==> config.mk <==
export PLATFORM = sky130hd
export DESIGN_NAME = fetch_unit
export DESIGN_NICKNAME = d
export VERILOG_FILES = /design/src/rtl/fetch_pkg.sv /design/src/rtl/icache_array.sv /design/src/rtl/fetch_unit.sv
export SDC_FILE = /design/constraint.sdc
export NUM_CORES = 1
export LEC_CHECK = 0
export CAP_MARGIN = 20
export CORE_ASPECT_RATIO = 0.9
export CORE_MARGIN = 10
export CORE_UTILIZATION = 36
export DETAILED_ROUTE_END_ITERATION = 6
export GPL_TIMING_DRIVEN = 0
export HOLD_SLACK_MARGIN = 0.06
export PLACE_DENSITY = 0.55
export REMOVE_ABC_BUFFERS = 1
export SLEW_MARGIN = 20
export SYNTH_ARGS = -nofsm -noshare
export SYNTH_HDL_FRONTEND = slang
export SYNTH_SLANG_ARGS = --single-unit
==> constraint.sdc <==
create_clock -name clk -period 27.8 [get_ports clk]
set_clock_uncertainty 0.2 [all_clocks]
set_input_delay 2.78 -clock clk [delete_from_list [all_inputs] [get_ports clk]]
set_output_delay 2.78 -clock clk [all_outputs]
set_load 0.01 [all_outputs]
==> src/rtl/fetch_pkg.sv <==
// Shared types and address-split helpers for the instruction-fetch stage.
// Every width below is derived from the fetch_unit parameters, so the stage can be resized from its parameter list alone.
package fetch_pkg;

   typedef enum logic [1:0] {
      RUN  = 2'd0,
      REQ  = 2'd1,
      WAIT = 2'd2
   } fetch_state_t;

   localparam logic [15:0] RESET_PC_DEFAULT = 16'h0000;

   function automatic int byte_off_w(input int instr_w);
      return $clog2(instr_w / 8);
   endfunction

   function automatic int word_off_w(input int line_words);
      return $clog2(line_words);
   endfunction

   function automatic int index_w(input int cache_lines);
      return $clog2(cache_lines);
   endfunction

   function automatic int tag_w(input int addr_w, input int instr_w,
                                input int line_words, input int cache_lines);
      return addr_w - byte_off_w(instr_w) - word_off_w(line_words) - index_w(cache_lines);
   endfunction

endpackage

==> src/rtl/icache_array.sv <==
// Direct-mapped line store: combinational read port, one synchronous write port.
// Only the valid bits are cleared by reset; tag and data need no reset.
module icache_array
   import fetch_pkg::*;
#(
   parameter int CACHE_LINES = 8,
   parameter int TAG_W       = 10,
   parameter int LINE_W      = 64,
   localparam int IDX_W      = index_w(CACHE_LINES)
) (
   input  logic              clk,
   input  logic              reset,
   input  logic [IDX_W-1:0]  rd_idx,
   output logic [LINE_W-1:0] rd_line,
   output logic [TAG_W-1:0]  rd_tag,
   output logic              rd_valid,
   input  logic              wr_en,
   input  logic [IDX_W-1:0]  wr_idx,
   input  logic [TAG_W-1:0]  wr_tag,
   input  logic [LINE_W-1:0] wr_line
);

   logic [CACHE_LINES-1:0] valid_q;
   logic [TAG_W-1:0]       tag_q  [CACHE_LINES];
   logic [LINE_W-1:0]      data_q [CACHE_LINES];

   always_ff @(posedge clk) begin
      if (reset) begin
         valid_q <= '0;
      end else if (wr_en) begin
         valid_q[wr_idx] <= 1'b1;
      end
   end

   always_ff @(posedge clk) begin
      if (wr_en) begin
         tag_q[wr_idx]  <= wr_tag;
         data_q[wr_idx] <= wr_line;
      end
   end

   assign rd_valid = valid_q[rd_idx];
   assign rd_tag   = tag_q[rd_idx];
   assign rd_line  = data_q[rd_idx];

endmodule

==> src/rtl/fetch_unit.sv <==
// Fetch stage with a direct-mapped icache: 1-cycle hit latency, miss refill via valid/ready request plus single-beat response.
// stall holds the PC and IF/ID but never blocks a refill; FETCH_PERF_CNT_EN adds perf_hits/perf_misses counters.
module fetch_unit
   import fetch_pkg::*;
#(
   parameter int ADDR_W      = 16,
   parameter int INSTR_W     = 16,
   parameter int LINE_WORDS  = 4,
   parameter int CACHE_LINES = 8,
   parameter logic [ADDR_W-1:0] RESET_PC = ADDR_W'(RESET_PC_DEFAULT)
) (
   input  logic                          clk,
   input  logic                          reset,
   input  logic [ADDR_W-1:0]             branch_target,
   input  logic                          pc_src,
   input  logic                          stall,
   output logic                          mem_req_valid,
   output logic [ADDR_W-1:0]             mem_req_addr,
   input  logic                          mem_req_ready,
   input  logic                          mem_resp_valid,
   input  logic [LINE_WORDS*INSTR_W-1:0] mem_resp_line,
   output logic                          fetch_valid,
   output logic [INSTR_W-1:0]            fetch_instr,
   output logic [ADDR_W-1:0]             fetch_pc_plus,
   output logic                          hit
`ifdef FETCH_PERF_CNT_EN
   ,
   output logic [31:0]                   perf_hits,
   output logic [31:0]                   perf_misses
`endif
);

   localparam int BO_W   = byte_off_w(INSTR_W);
   localparam int WO_W   = word_off_w(LINE_WORDS);
   localparam int IDX_W  = index_w(CACHE_LINES);
   localparam int TAG_W  = tag_w(ADDR_W, INSTR_W, LINE_WORDS, CACHE_LINES);
   localparam int OFF_W  = BO_W + WO_W;
   localparam int LINE_W = LINE_WORDS * INSTR_W;
   localparam logic [ADDR_W-1:0] PC_INC    = ADDR_W'(INSTR_W / 8);
   localparam logic [ADDR_W-1:0] LINE_MASK = ~((ADDR_W'(1) << OFF_W) - ADDR_W'(1));

   fetch_state_t        state, state_nxt;
   logic [ADDR_W-1:0]   pc;
   logic [ADDR_W-1:0]   pend_pc;
   logic                pend_vld;
   logic [WO_W-1:0]     pc_word;
   logic [IDX_W-1:0]    pc_idx;
   logic [TAG_W-1:0]    pc_tag;
   logic [LINE_W-1:0]   rd_line;
   logic [TAG_W-1:0]    rd_tag;
   logic                rd_valid;
   logic [INSTR_W-1:0]  cur_instr;
   logic                fill_en;
   logic                advance;

   assign pc_word   = pc[BO_W +: WO_W];
   assign pc_idx    = pc[OFF_W +: IDX_W];
   assign pc_tag    = pc[ADDR_W-1 -: TAG_W];
   assign hit       = rd_valid && (rd_tag == pc_tag);
   assign cur_instr = rd_line[pc_word*INSTR_W +: INSTR_W];
   assign advance   = (state == RUN) && !pc_src && !stall && hit;

   icache_array #(
      .CACHE_LINES (CACHE_LINES),
      .TAG_W       (TAG_W),
      .LINE_W      (LINE_W)
   ) u_icache (
      .clk      (clk),
      .reset    (reset),
      .rd_idx   (pc_idx),
      .rd_line  (rd_line),
      .rd_tag   (rd_tag),
      .rd_valid (rd_valid),
      .wr_en    (fill_en),
      .wr_idx   (pc_idx),
      .wr_tag   (pc_tag),
      .wr_line  (mem_resp_line)
   );

   always_ff @(posedge clk) begin
      if (reset) begin
         state <= RUN;
      end else begin
         state <= state_nxt;
      end
   end

   // A stalled miss stays in RUN so the held IF/ID contents remain valid.
   always_comb begin
      state_nxt = state;
      case (state)
         RUN:     if (!pc_src && !stall && !hit) state_nxt = REQ;
         REQ:     if (mem_req_ready) state_nxt = WAIT;
         WAIT:    if (mem_resp_valid) state_nxt = RUN;
         default: state_nxt = RUN;
      endcase
   end

   always_comb begin
      mem_req_valid = 1'b0;
      mem_req_addr  = '0;
      fill_en       = 1'b0;
      case (state)
         REQ: begin
            mem_req_valid = 1'b1;
            mem_req_addr  = pc & LINE_MASK;
         end
         WAIT:    fill_en = mem_resp_valid;
         default: ;
      endcase
   end

   always_ff @(posedge clk) begin
      if (reset) begin
         pc            <= RESET_PC;
         pend_vld      <= 1'b0;
         pend_pc       <= '0;
         fetch_valid   <= 1'b0;
         fetch_instr   <= '0;
         fetch_pc_plus <= '0;
      end else if (state == RUN) begin
         if (pc_src) begin
            pc          <= branch_target;
            fetch_valid <= 1'b0;
         end else if (!stall) begin
            if (hit) begin
               fetch_valid   <= 1'b1;
               fetch_instr   <= cur_instr;
               fetch_pc_plus <= pc + PC_INC;
               pc            <= pc + PC_INC;
            end else begin
               fetch_valid <= 1'b0;
            end
         end
      end else begin
         // The refill always completes; redirects seen meanwhile are parked until RUN.
         fetch_valid <= 1'b0;
         if (pc_src) begin
            pend_vld <= 1'b1;
            pend_pc  <= branch_target;
         end
         if (state == WAIT && mem_resp_valid) begin
            if (pc_src) begin
               pc <= branch_target;
            end else if (pend_vld) begin
               pc <= pend_pc;
            end
            pend_vld <= 1'b0;
         end
      end
   end

`ifdef FETCH_PERF_CNT_EN
   always_ff @(posedge clk) begin
      if (reset) begin
         perf_hits   <= '0;
         perf_misses <= '0;
      end else begin
         if (advance) perf_hits <= perf_hits + 32'd1;
         if (state == RUN && state_nxt == REQ) perf_misses <= perf_misses + 32'd1;
      end
   end
`endif

endmodule

==> summary.md <==
| Metric | Value |
|---|---|
| Largest net degree at the start of global routing | `64` |
| GRT overflow | `0` |
| CP top delay family | `simple AND/OR/NAND/NOR gates` |
| Post-CTS sizing | `0` |
| Layout filler cell count | `6147` |
| Hold path start | `pend_pc[11]$_SDFFE_PP0P_` |
| IO Port Bufs | `133` |
| Status | `complete, no violations` |
| Post-CTS setup buffers | `0` |
| Antenna Violating Nets Remaining | `0` |
| Vias in the first global route | `roughly 14000` |
| Clock transition at path regs | `0.06 ns` |
| CTS max path bufs | `3` |
| Starting Density | `36.4%` |
| Critical Path Stages | `8` |
| Total core area | `0.0717 mm²` |
| Relative slew slack | `43.2%` |
| Fin Hold WS | `0.262 ns` |
| Die H | `276 µm` |
| Crit. End Element | `output port` |
| Max incr delay on CP | `approximately 0.71 ns` |
| Endpoints failing setup | `0` |
| Dpl cells | `2421` |
| Residual DRC | `0` |
| Initial antenna violation count | `9` |
| Hold_buf cts | `0` |
| CTS tree | `done` |
| Critical path class | `flop to output port` |
| Mapped Cells | `1318` |
| First DRT Iteration DRCs | `1070` |
| Nets | `1633` |
| GR Util All Layers | `14.1%` |
| Buf/Inv on CP | `3` |
| Leak | `10.0 nW` |
| Hold Path Cell Cnt | `2` |
| Area Growth Syn to Fin | `21.8%` |
| Drt pass-1 iters | `5` |
| Yosys reg bits | `671` |
| Post-synthesis sequential area ratio | `~74%` |
| DP HPWL | `about 40000 µm` |
| Worst R2R End | `pc[4]$_SDFFE_PP0P_` |
| Fin crit share | `25.9%` |
| Maximum VDD drop | `0.0000404 V` |
| H-tree levels | `3` |
| Non-Filler Instances | `2556` |
| Final RePlAce weighted congestion | `about 0.71` |
| Fin. Hold Viols | `0` |
| Fin util | `between 40 and 50%` |
| Storage element area | `0.0194 mm²` |
| Clk sinks | `671` |
| CP Data Required Time | `24.82 ns` |
| Total CTS buffers | `73` |
| Library cells used by synthesis | `54` |
| Final min period | `roughly 7.2 ns` |
| Multi-input gate area | `approximately 0.0064 mm²` |
| Root buffer cell | `clkbuf_16` |
| Yosys warns | `0` |
| Worst Path Max Fanout | `25` |
| Worst setup SP type | `flop` |
| Hold Crit Class | `flop to flop` |
| Via count | `between 10000 and 15000` |
| Fin Setup TNS | `0 ns` |
| Synth async-reset ratio | `0%` |
| Pins over their slew limit | `0` |
| Max Cap Viol | `0` |
| Hold worst-path end | `pend_pc[11]$_SDFFE_PP0P_` |
| Critical path cell sequence | `buf_12 -> mux4_2 -> mux2i_1 -> xor2_1 -> nand3_1 -> or4_1 -> inv_1 -> clkdlybuf4s50_1` |
| Die footprint | `between 0.08 and 0.09 mm²` |
| Power Density | `68.1 mW/mm²` |
| Synth Area per Inst | `19.8 µm²` |
| Vias per inst | `5.14` |
| Post-synth EDFFs | `592` |
| Slowest cell on crit path | `dfxtp_4` |
| Reg2reg setup slack | `23.47 ns` |
| DRT Wirelength | `59700 µm` |
| Slew @ Worst Pin | `between 0.8 and 0.9 ns` |
| Max Fclk | `139 MHz` |
| Mapped Area | `0.0261 mm²` |
| Wire length per cell | `~23 µm` |
| R2R depth | `10` |
| Global-route wire length before repair | `about 90000 µm` |
| Num ports | `roughly 140` |
| Critical Path AT | `~4.2 ns` |
| Worst-skew pair later-pin latency | `0.60 ns` |
| Layout cells sized above 1 | `26.0%` |
| Unrepaired setup endpoints after global routing | `no` |
| Die X | `between 300 and 400 µm` |
| Number of placement rows | `93` |
| Primary FF master, synth | `edfxtp_1` |
-- routing by layer --
| layer | share of wire, % | vias to the layer above | global-route usage (%) |
|---|---|---|---|
| li1 | - | 5831 | - |
| met2 | 49 | 301 | 23.1 |
| met1 | 44 | 6896 | 18.6 |
| met5 | 0.096 | - | 0 |
| met4 | 2.1 | 12 | 3.93 |
| met3 | 5.2 | 101 | 3.34 |
-- power breakdown --
part           switching, mW  internal (mW)  total, mW
Combinational         0.0694         0.0754      0.145
Sequential            0.0161           1.10       1.12
Clock                  0.386          0.518      0.903
-- cell families (layout without fill, tap and decap cells) --
| kind of cell | after synthesis | count (layout) | share of synthesized area (%) |
|---|---|---|---|
| compound gates | 102 | 102 | 2.82 |
| other cells | 1 | 4 | 0.0144 |
| buf+inv | 83 | 368 | 1.45 |
| flops | 671 | 671 | 74.1 |
| simple gates | 210 | 210 | 3.73 |
| mux | 230 | 230 | 17.1 |
| xor+xnor | 20 | 20 | 0.671 |
| fa+ha+maj | 1 | 1 | 0.0479 |
-- synthesized netlist by cell type (4+ instances only) --
master    number  area share [%]
edfxtp_1     592              68
mux4_2       173              15
dfxtp_1       79             6.1
nor2_1        77             1.1
nand2_1       61            0.88
clkbuf_1      49            0.70
mux2i_1       48             1.8
a21oi_1       44            0.84
buf_2         18            0.34
a211oi_1      15            0.43
nor3_1        15            0.29
and2_1        13            0.31
xnor2_1       10            0.34
xor2_1        10            0.34
mux2_2         9            0.39
nand2b_1       8            0.19
nand3_1        8            0.15
or3_1          8            0.19
a211oi_2       7            0.34
o21ai_0        7            0.13
a311oi_1       6            0.20
buf_4          4            0.11
buf_6          4            0.17
inv_1          4           0.057
nor2b_1        4           0.096
-- final cells by class --
| type | count | area share [%] |
|---|---|---|
| Tap cell | 950 | 3.74 |
| Timing Repair Buffer | 229 | 7.93 |
| Sequential cell | 671 | 60.9 |
| Antenna cell | 1 | 0.00787 |
| Clock buffer | 95 | 6.26 |
| Multi-Input combinational cell | 566 | 20.3 |
| Inverter | 5 | 0.0590 |
| Clock inverter | 39 | 0.822 |
-- cells in the final DEF, fill, tap and decap left out, types with 13 or more instances in the layout --
cell type,count
clkdlybuf4s50_1,131
nor2_1,72
clkbuf_1,16
clkbuf_16,75
nand2_1,61
clkinv_1,16
mux2i_1,48
dfxtp_1,75
buf_6,13
buf_2,14
a211oi_1,15
buf_16,16
mux4_2,173
a21oi_1,44
buf_4,42
and2_1,13
edfxtp_1,592
-- worst max-delay path by stage --
stage	start	endpoint
5_1_grt	flop	hit
3_5_place_dp	flop	hit
2_1_floorplan	flop	hit
6_report	flop	hit
3_3_place_gp	mem_resp_valid	u_icache.data_q[0][55]$_DFFE_PP_
4_1_cts	flop	hit
-- flip-flops by register name, summed over array words and instances (netlist names), named ones only --
signal / cells
u_icache.tag_q: 80
pc: 16
fetch_pc_plus: 16
u_icache.data_q: 512
pend_pc: 16
fetch_instr: 16
u_icache.valid_q: 8
state: 2
pend_vld: 1
fetch_valid: 1
-- through the flow --
| step | worst slack, ns | total power, mW | cell area (µm²) |
|---|---|---|---|
| floorplan | 16.71 | 1.24 | 25800 |
| global placement | 7.90 | 1.31 | 28300 |
| detailed placement | 21.13 | 1.29 | 29600 |
| CTS | 20.47 | 2.20 | 31800 |
| global route | 20.29 | 2.25 | 31800 |
| finish | 20.61 | 2.17 | 31800 |
-- worst register-to-register path, delay by kind of cell (launching register included) --
| family | cells | cell delay, ns |
|---|---|---|
| AOI/OAI and AO/OA | 3 | 1.11 |
| muxes | 2 | 0.73 |
| and+or+nand+nor | 2 | 0.71 |
| DFF | 1 | 0.71 |
| buffers and inverters | 2 | 0.59 |
| xor gates and xnor gates | 1 | 0.21 |
(Power assumes the default switching activity.)
